==> src/rtl/pipemem_ctrl_if.sv <==
//==============================================================================
// Module      : pipemem_ctrl_if
// Description : Word-wide request/acknowledge data-memory bus
// Revision    : 1.0  initial release
//==============================================================================
`default_nettype none

interface pipemem_ctrl_if;
    logic        mem_req;
    logic        mem_we;
    logic [31:0] mem_addr;
    logic [31:0] mem_wdata;
    logic        mem_ack;
    logic [31:0] mem_rdata;

    modport master (
        output mem_req, mem_we, mem_addr, mem_wdata,
        input  mem_ack, mem_rdata
    );

    modport slave (
        input  mem_req, mem_we, mem_addr, mem_wdata,
        output mem_ack, mem_rdata
    );
endinterface

`default_nettype wire

==> src/rtl/pipemem_ctrl.sv <==
//==============================================================================
// Module      : pipemem_ctrl
// Description : MEM-stage controller - EXE/MEM and MEM/WB registers, memory
//               request FSM with stall, misalignment drop and timeout abort
// Revision    : 1.0  initial release
//==============================================================================
`default_nettype none

module pipemem_ctrl #(
    parameter int MAX_WAIT = 16
) (
    input  logic                  clock,
    input  logic                  resetn,
    input  logic                  ewreg,
    input  logic                  em2reg,
    input  logic                  ewmem,
    input  logic [31:0]           ealu,
    input  logic [31:0]           eb,
    input  logic [4:0]            ern,
    output logic                  mstall,
    pipemem_ctrl_if.master        mem,
    output logic                  wwreg,
    output logic                  wm2reg,
    output logic [31:0]           walu,
    output logic [31:0]           wmo,
    output logic [4:0]            wrn,
    output logic                  maddr_err,
    output logic                  mem_timeout
);

    localparam logic [0:0] c_IDLE      = 1'b0;
    localparam logic [0:0] c_BUSY      = 1'b1;
    localparam logic [7:0] c_WAIT_LAST = 8'(MAX_WAIT - 1);

    logic [0:0]  state_q, state_d;
    logic [7:0]  wcnt_q, wcnt_d;
    logic        mwreg_q, mwreg_d, mm2reg_q, mm2reg_d, mwmem_q, mwmem_d;
    logic [31:0] malu_q, malu_d, mb_q, mb_d;
    logic [4:0]  mrn_q, mrn_d;
    logic        wwreg_q, wwreg_d, wm2reg_q, wm2reg_d;
    logic [31:0] walu_q, walu_d, wmo_q, wmo_d;
    logic [4:0]  wrn_q, wrn_d;
    logic        maddr_err_q, maddr_err_d, mem_timeout_q, mem_timeout_d;

    logic w_busy, w_wait, w_last, w_adv, w_memop, w_mis;

    assign w_busy  = (state_q == c_BUSY);
    assign w_wait  = w_busy & ~mem.mem_ack;
    assign w_last  = (wcnt_q == c_WAIT_LAST);
    assign w_adv   = ~(w_wait & ~w_last);
    assign w_memop = em2reg | ewmem;
    assign w_mis   = w_memop & (ealu[1:0] != 2'b00);

    // State register, shared with the pipeline registers it sequences
    always_ff @(posedge clock or negedge resetn) begin
        if (!resetn) begin
            state_q       <= c_IDLE;
            wcnt_q        <= 8'd0;
            mwreg_q       <= 1'b0;
            mm2reg_q      <= 1'b0;
            mwmem_q       <= 1'b0;
            malu_q        <= 32'd0;
            mb_q          <= 32'd0;
            mrn_q         <= 5'd0;
            wwreg_q       <= 1'b0;
            wm2reg_q      <= 1'b0;
            walu_q        <= 32'd0;
            wmo_q         <= 32'd0;
            wrn_q         <= 5'd0;
            maddr_err_q   <= 1'b0;
            mem_timeout_q <= 1'b0;
        end else begin
            state_q       <= state_d;
            wcnt_q        <= wcnt_d;
            mwreg_q       <= mwreg_d;
            mm2reg_q      <= mm2reg_d;
            mwmem_q       <= mwmem_d;
            malu_q        <= malu_d;
            mb_q          <= mb_d;
            mrn_q         <= mrn_d;
            wwreg_q       <= wwreg_d;
            wm2reg_q      <= wm2reg_d;
            walu_q        <= walu_d;
            wmo_q         <= wmo_d;
            wrn_q         <= wrn_d;
            maddr_err_q   <= maddr_err_d;
            mem_timeout_q <= mem_timeout_d;
        end
    end

    // Next state: a new aligned memory op always (re)enters BUSY on advance
    always_comb begin
        state_d = state_q;
        if (w_adv) begin
            state_d = (w_memop && !w_mis) ? c_BUSY : c_IDLE;
        end
    end

    always_comb begin
        mstall        = w_wait & ~w_last;
        mem.mem_req   = w_busy;
        mem.mem_we    = mwmem_q;
        mem.mem_addr  = malu_q;
        mem.mem_wdata = mb_q;
    end

    always_comb begin
        wcnt_d        = wcnt_q;
        mwreg_d       = mwreg_q;
        mm2reg_d      = mm2reg_q;
        mwmem_d       = mwmem_q;
        malu_d        = malu_q;
        mb_d          = mb_q;
        mrn_d         = mrn_q;
        wwreg_d       = wwreg_q;
        wm2reg_d      = wm2reg_q;
        walu_d        = walu_q;
        wmo_d         = wmo_q;
        wrn_d         = wrn_q;
        maddr_err_d   = maddr_err_q | (w_adv & w_mis);
        mem_timeout_d = mem_timeout_q | (w_wait & w_last);
        if (w_adv) begin
            // A timed-out access still retires, but must not write the register file
            wwreg_d  = mwreg_q & ~(w_wait & w_last);
            wm2reg_d = mm2reg_q;
            walu_d   = malu_q;
            wmo_d    = mem.mem_rdata;
            wrn_d    = mrn_q;
            mwreg_d  = ewreg & ~w_mis;
            mm2reg_d = em2reg & ~w_mis;
            mwmem_d  = ewmem & ~w_mis;
            malu_d   = ealu;
            mb_d     = eb;
            mrn_d    = ern;
            wcnt_d   = 8'd0;
        end else begin
            wwreg_d = 1'b0;
            wcnt_d  = wcnt_q + 8'd1;
        end
    end

    assign wwreg       = wwreg_q;
    assign wm2reg      = wm2reg_q;
    assign walu        = walu_q;
    assign wmo         = wmo_q;
    assign wrn         = wrn_q;
    assign maddr_err   = maddr_err_q;
    assign mem_timeout = mem_timeout_q;

endmodule

`default_nettype wire

==> src/flat_wrapper.sv <==
// flat-port wrapper written by rule: the top's interface ports become plain ports
module pipemem_ctrl_flat 
#(
    parameter int MAX_WAIT = 16
)
  (clock, resetn, ewreg, em2reg, ewmem, ealu, eb, ern, mstall, wwreg, wm2reg, walu, wmo, wrn, maddr_err, mem_timeout, mem_mem_req, mem_mem_we, mem_mem_addr, mem_mem_wdata, mem_mem_ack, mem_mem_rdata);
  pipemem_ctrl_if mem_i ();
  input  logic clock;
  input  logic resetn;
  input  logic ewreg;
  input  logic em2reg;
  input  logic ewmem;
  input  logic [31:0] ealu;
  input  logic [31:0] eb;
  input  logic [4:0] ern;
  output logic mstall;
  output logic wwreg;
  output logic wm2reg;
  output logic [31:0] walu;
  output logic [31:0] wmo;
  output logic [4:0] wrn;
  output logic maddr_err;
  output logic mem_timeout;
  output wire logic [$bits(mem_i.mem_req)-1:0] mem_mem_req;
  output wire logic [$bits(mem_i.mem_we)-1:0] mem_mem_we;
  output wire logic [$bits(mem_i.mem_addr)-1:0] mem_mem_addr;
  output wire logic [$bits(mem_i.mem_wdata)-1:0] mem_mem_wdata;
  input wire logic [$bits(mem_i.mem_ack)-1:0] mem_mem_ack;
  input wire logic [$bits(mem_i.mem_rdata)-1:0] mem_mem_rdata;
  assign mem_mem_req = mem_i.mem_req;
  assign mem_mem_we = mem_i.mem_we;
  assign mem_mem_addr = mem_i.mem_addr;
  assign mem_mem_wdata = mem_i.mem_wdata;
  assign mem_i.mem_ack = mem_mem_ack;
  assign mem_i.mem_rdata = mem_mem_rdata;
  pipemem_ctrl #(.MAX_WAIT(MAX_WAIT)) u_core (.clock(clock), .resetn(resetn), .ewreg(ewreg), .em2reg(em2reg), .ewmem(ewmem), .ealu(ealu), .eb(eb), .ern(ern), .mstall(mstall), .mem(mem_i), .wwreg(wwreg), .wm2reg(wm2reg), .walu(walu), .wmo(wmo), .wrn(wrn), .maddr_err(maddr_err), .mem_timeout(mem_timeout));
endmodule
==> config.mk <==
export PLATFORM = sky130hd
export DESIGN_NAME = pipemem_ctrl_flat
export DESIGN_NICKNAME = d
export VERILOG_FILES = /design/src/rtl/pipemem_ctrl_if.sv /design/src/rtl/pipemem_ctrl.sv /design/src/flat_wrapper.sv
export SDC_FILE = /design/constraint.sdc
export NUM_CORES = 1
export LEC_CHECK = 0
export BUFFER_PORTS_ARGS = -buffer_cell sky130_fd_sc_hd__buf_2
export CELL_PAD_IN_SITES_DETAIL_PLACEMENT = 0
export CELL_PAD_IN_SITES_GLOBAL_PLACEMENT = 2
export CORE_UTILIZATION = 34
export CTS_BUF_LIST = sky130_fd_sc_hd__clkbuf_8
export DETAILED_ROUTE_END_ITERATION = 8
export PLACE_DENSITY = 0.83
export SYNTH_ARGS = -nofsm -noshare
export SYNTH_HDL_FRONTEND = slang
export SYNTH_SLANG_ARGS = --single-unit
==> constraint.sdc <==
create_clock -name clock -period 2.1 [get_ports clock]
set_input_delay 0.42 -clock clock [delete_from_list [all_inputs] [get_ports clock]]
set_output_delay 0.42 -clock clock [all_outputs]
set_load 0.005 [all_outputs]
==> flow_summary.yaml <==
status:
  status: "completed"
timing:
  fin_worst_hold_slack_ps: 192.4
  slew_headroom_pct: 72.24
  worst_pin_slew_ps: 416.3
  drv_slew: 0
  skew_ps: 11.90
  finalHoldViolations: 0
  setup_viol: 0
  timing.final.crit_period_ps: 2037
  setup_tns_ps: 0
  max_freq_mhz: 490.8
  finalCritPeriodShare_pct: 97.02
min_path:
  hold_class: "input pin to flop"
synthesis:
  ys_seq_area_share_pct: 62.20
  async_flop_share_pct: 100.0
  ys.warnings.count: 0
  syn_area_sq_um: 6196
  synthCells: 358
  synth_seq_cells: 154
  postSynthAreaPerCell_sq_um: 17.31
  synth_edf_count: 0
  synth_nets: 466
  synth_cell_types: 28
  synth_ff_type: "dfrtp_1"
global_route:
  use_met1_pct: 18.73
  grt_pass1_wl_microns: 21660
  gr-usage-met2_pct: 24.78
  grt_overflow_total: 0
  grt_usage_pct: 15.35
  use_met3_pct: 5.778
  grt_pass1_vias: 4191
  antenna_found_initial: 1
  grt_max_degree: 46
  grt_busiest_layer: "met2"
routing:
  dr.pass1.iters: 6
  ant_nets: 0
  drt_iter0_markers: 109
  routed_via_density: 4.532
  vias: 3934
  drc: 0
  post_drt_wl_per_cell_microns: 16.41
  wirelength_microns: 14240
layout:
  drive_gt1_share_pct: 68.54
  seqCellArea_sq_um: 3854
  area_growth_pct: 34.09
  nNetsFinal: 738
  utilization_pct: 47.37
  multi_input_area_sq_um: 2176
  mostFrequentLayoutCells: "buf_2, dfrtp_1, mux2_4, mux2_2, clkbuf_8"
  instances_no_fill: 868
  fill_cells: 1575
  layout_commonest_cell: "buf_2"
floorplan:
  chipWidth_microns: 137.0
  die-area_sq_um: 18770
  die_h_microns: 137.0
  start_util_pct: 35.33
  ios: 247
  num_rows: 48
  core_sq_um: 17540
clocking:
  cts_buffer_depth: 2
  cts_root_buf: "clkbuf_8"
  cts_buffers: 17
  cts.sinks: 154
  clk_latency_ps: 450
  cts.clk_slew.worst_paths_ps: 90
  cts_tree: "built"
  htreeDepth: 4
setup_path:
  cp-start-kind: "flop"
  crit_required_ps: 1680
  crit_arrival_ps: 1620
  crit_type: "flop to output port"
  critPathMaxFanout: 2
  crit_path_end_kind: "output port"
run:
  max-cap-violations: 0
place:
  hpwlAfterDp_microns: 9923
  io_buffers: 246
  finalWeightedCongestion: 0.7405
  dp.cells: 826
power_and_ir_drop:
  ir_drop_uv: 341.0
  power_density_nw_per_um2: 855.3
  p_leak_nw: 4.133
[synthesized netlist by cell type (2+ instances only)]
cell type	instances	area share, %
buf_4	4	0.48
or3_1	4	0.40
nand4_1	2	0.20
a21oi_1	5	0.40
buf_6	10	1.8
mux2_2	52	9.5
buf_2	2	0.16
nand2_1	6	0.36
mux2i_1	3	0.48
o21ai_0	4	0.32
nand3_1	2	0.16
nor2_1	3	0.18
mux2_4	87	21
inv_1	6	0.36
nand2b_1	2	0.20
dfrtp_1	154	62
[cells by family after synthesis]
kind of cell / count (synthesis) / synth area share, %
and+or+nand+nor: 22 / 2.060
muxes: 142 / 31.02
AOI/OAI and AO/OA: 15 / 1.495
adders and majority gates: 1 / 0.2019
buffers and inverters: 23 / 2.888
xor gates and xnor gates: 1 / 0.1414
DFF: 154 / 62.20
[repair_timing]
item	CTS	global route
buffers inserted	6	3
endpoints found under the setup margin	1	1
resized for setup	3	0
pin swaps	2	1
hold buffers	1	0
endpoints found under the hold margin	38	0
[sequential cells by signal, indices dropped and copies added, names as in the netlist]
register and flops:
u_core.maddr_err 1, u_core.walu 32, u_core.mem.mem_addr 32, u_core.mem.mem_we 1, u_core.mem_timeout 1, u_core.mem.mem_wdata 32
u_core.wrn 5, u_core.mrn_q 5, u_core.mm2reg_q 1, u_core.wwreg 1, u_core.wcnt_q 8, u_core.mwreg_q 1
u_core.mem.mem_req 1, u_core.wm2reg 1, u_core.wmo 32
[worst paths after layout]
| check | from | endpoint | slack (ps) | cells after the start |
|---|---|---|---|---|
| worst max-delay path | u_core.wcnt_q[0]$_DFF_PN0_ | mstall | 60 | 5 |
| worst min-delay path | eb[7] | u_core.mem.mem_wdata[7]$_DFFE_PN0N_ | 190 | 2 |
| worst max register to register | u_core.wcnt_q[0]$_DFF_PN0_ | u_core.wmo[31]$_DFFE_PN0N_ | 110 | 7 |
| worst min register to register | u_core.mem_timeout$_DFF_PN0_ | u_core.mem_timeout$_DFF_PN0_ | 480 | 1 |
| max in group asynchronous | resetn | u_core.walu[4]$_DFFE_PN0N_ | 900 | 3 |
| min in group asynchronous | resetn | u_core.mem.mem_addr[12]$_DFFE_PN0N_ | 460 | 2 |
[critical path: stages (launching register included)]
cell and delay, ps:
dfrtp_1 380, ha_1 210, and3_4 190, a21o_4 230, inv_8 50, buf_2 110
[metrics by stage]
stage          setup slack, ps  area [sq um]  power (W)
6_report                 62.53          8308   0.007106
5_1_grt                 -7.289          8308   0.007447
4_1_cts                  22.54          8283   0.007207
3_5_place_dp             97.81          7741   0.004488
3_3_place_gp             160.6          7741   0.004462
2_1_floorplan            304.3          6196   0.003952
[area by class of cell]
cell class              instances  share of cell area [%]
clock buffers                  18                   2.982
repair buffers                269                   17.91
multi-input cells             181                   26.19
flip-flops and latches        154                   46.39
diodes                          1                 0.03012
inverters                       7                  0.4066
well taps                     225                   3.389
clock inverters                13                   2.711
[layer usage]
metal / routed length (microns) / up-vias
li1: - / 1802
met3: 1020 / 13
met1: 5941 / 1979
met2: 7137 / 140
met5: 0 / -
met4: 145 / 0
[where the power goes]
group	switching (W)	internal, W
logic	0.000407	0.000630
registers	0.000160	0.00323
clock network	0.00112	0.00155
total	0.00169	0.00542
Note: power is estimated with default switching activity, not from simulation.
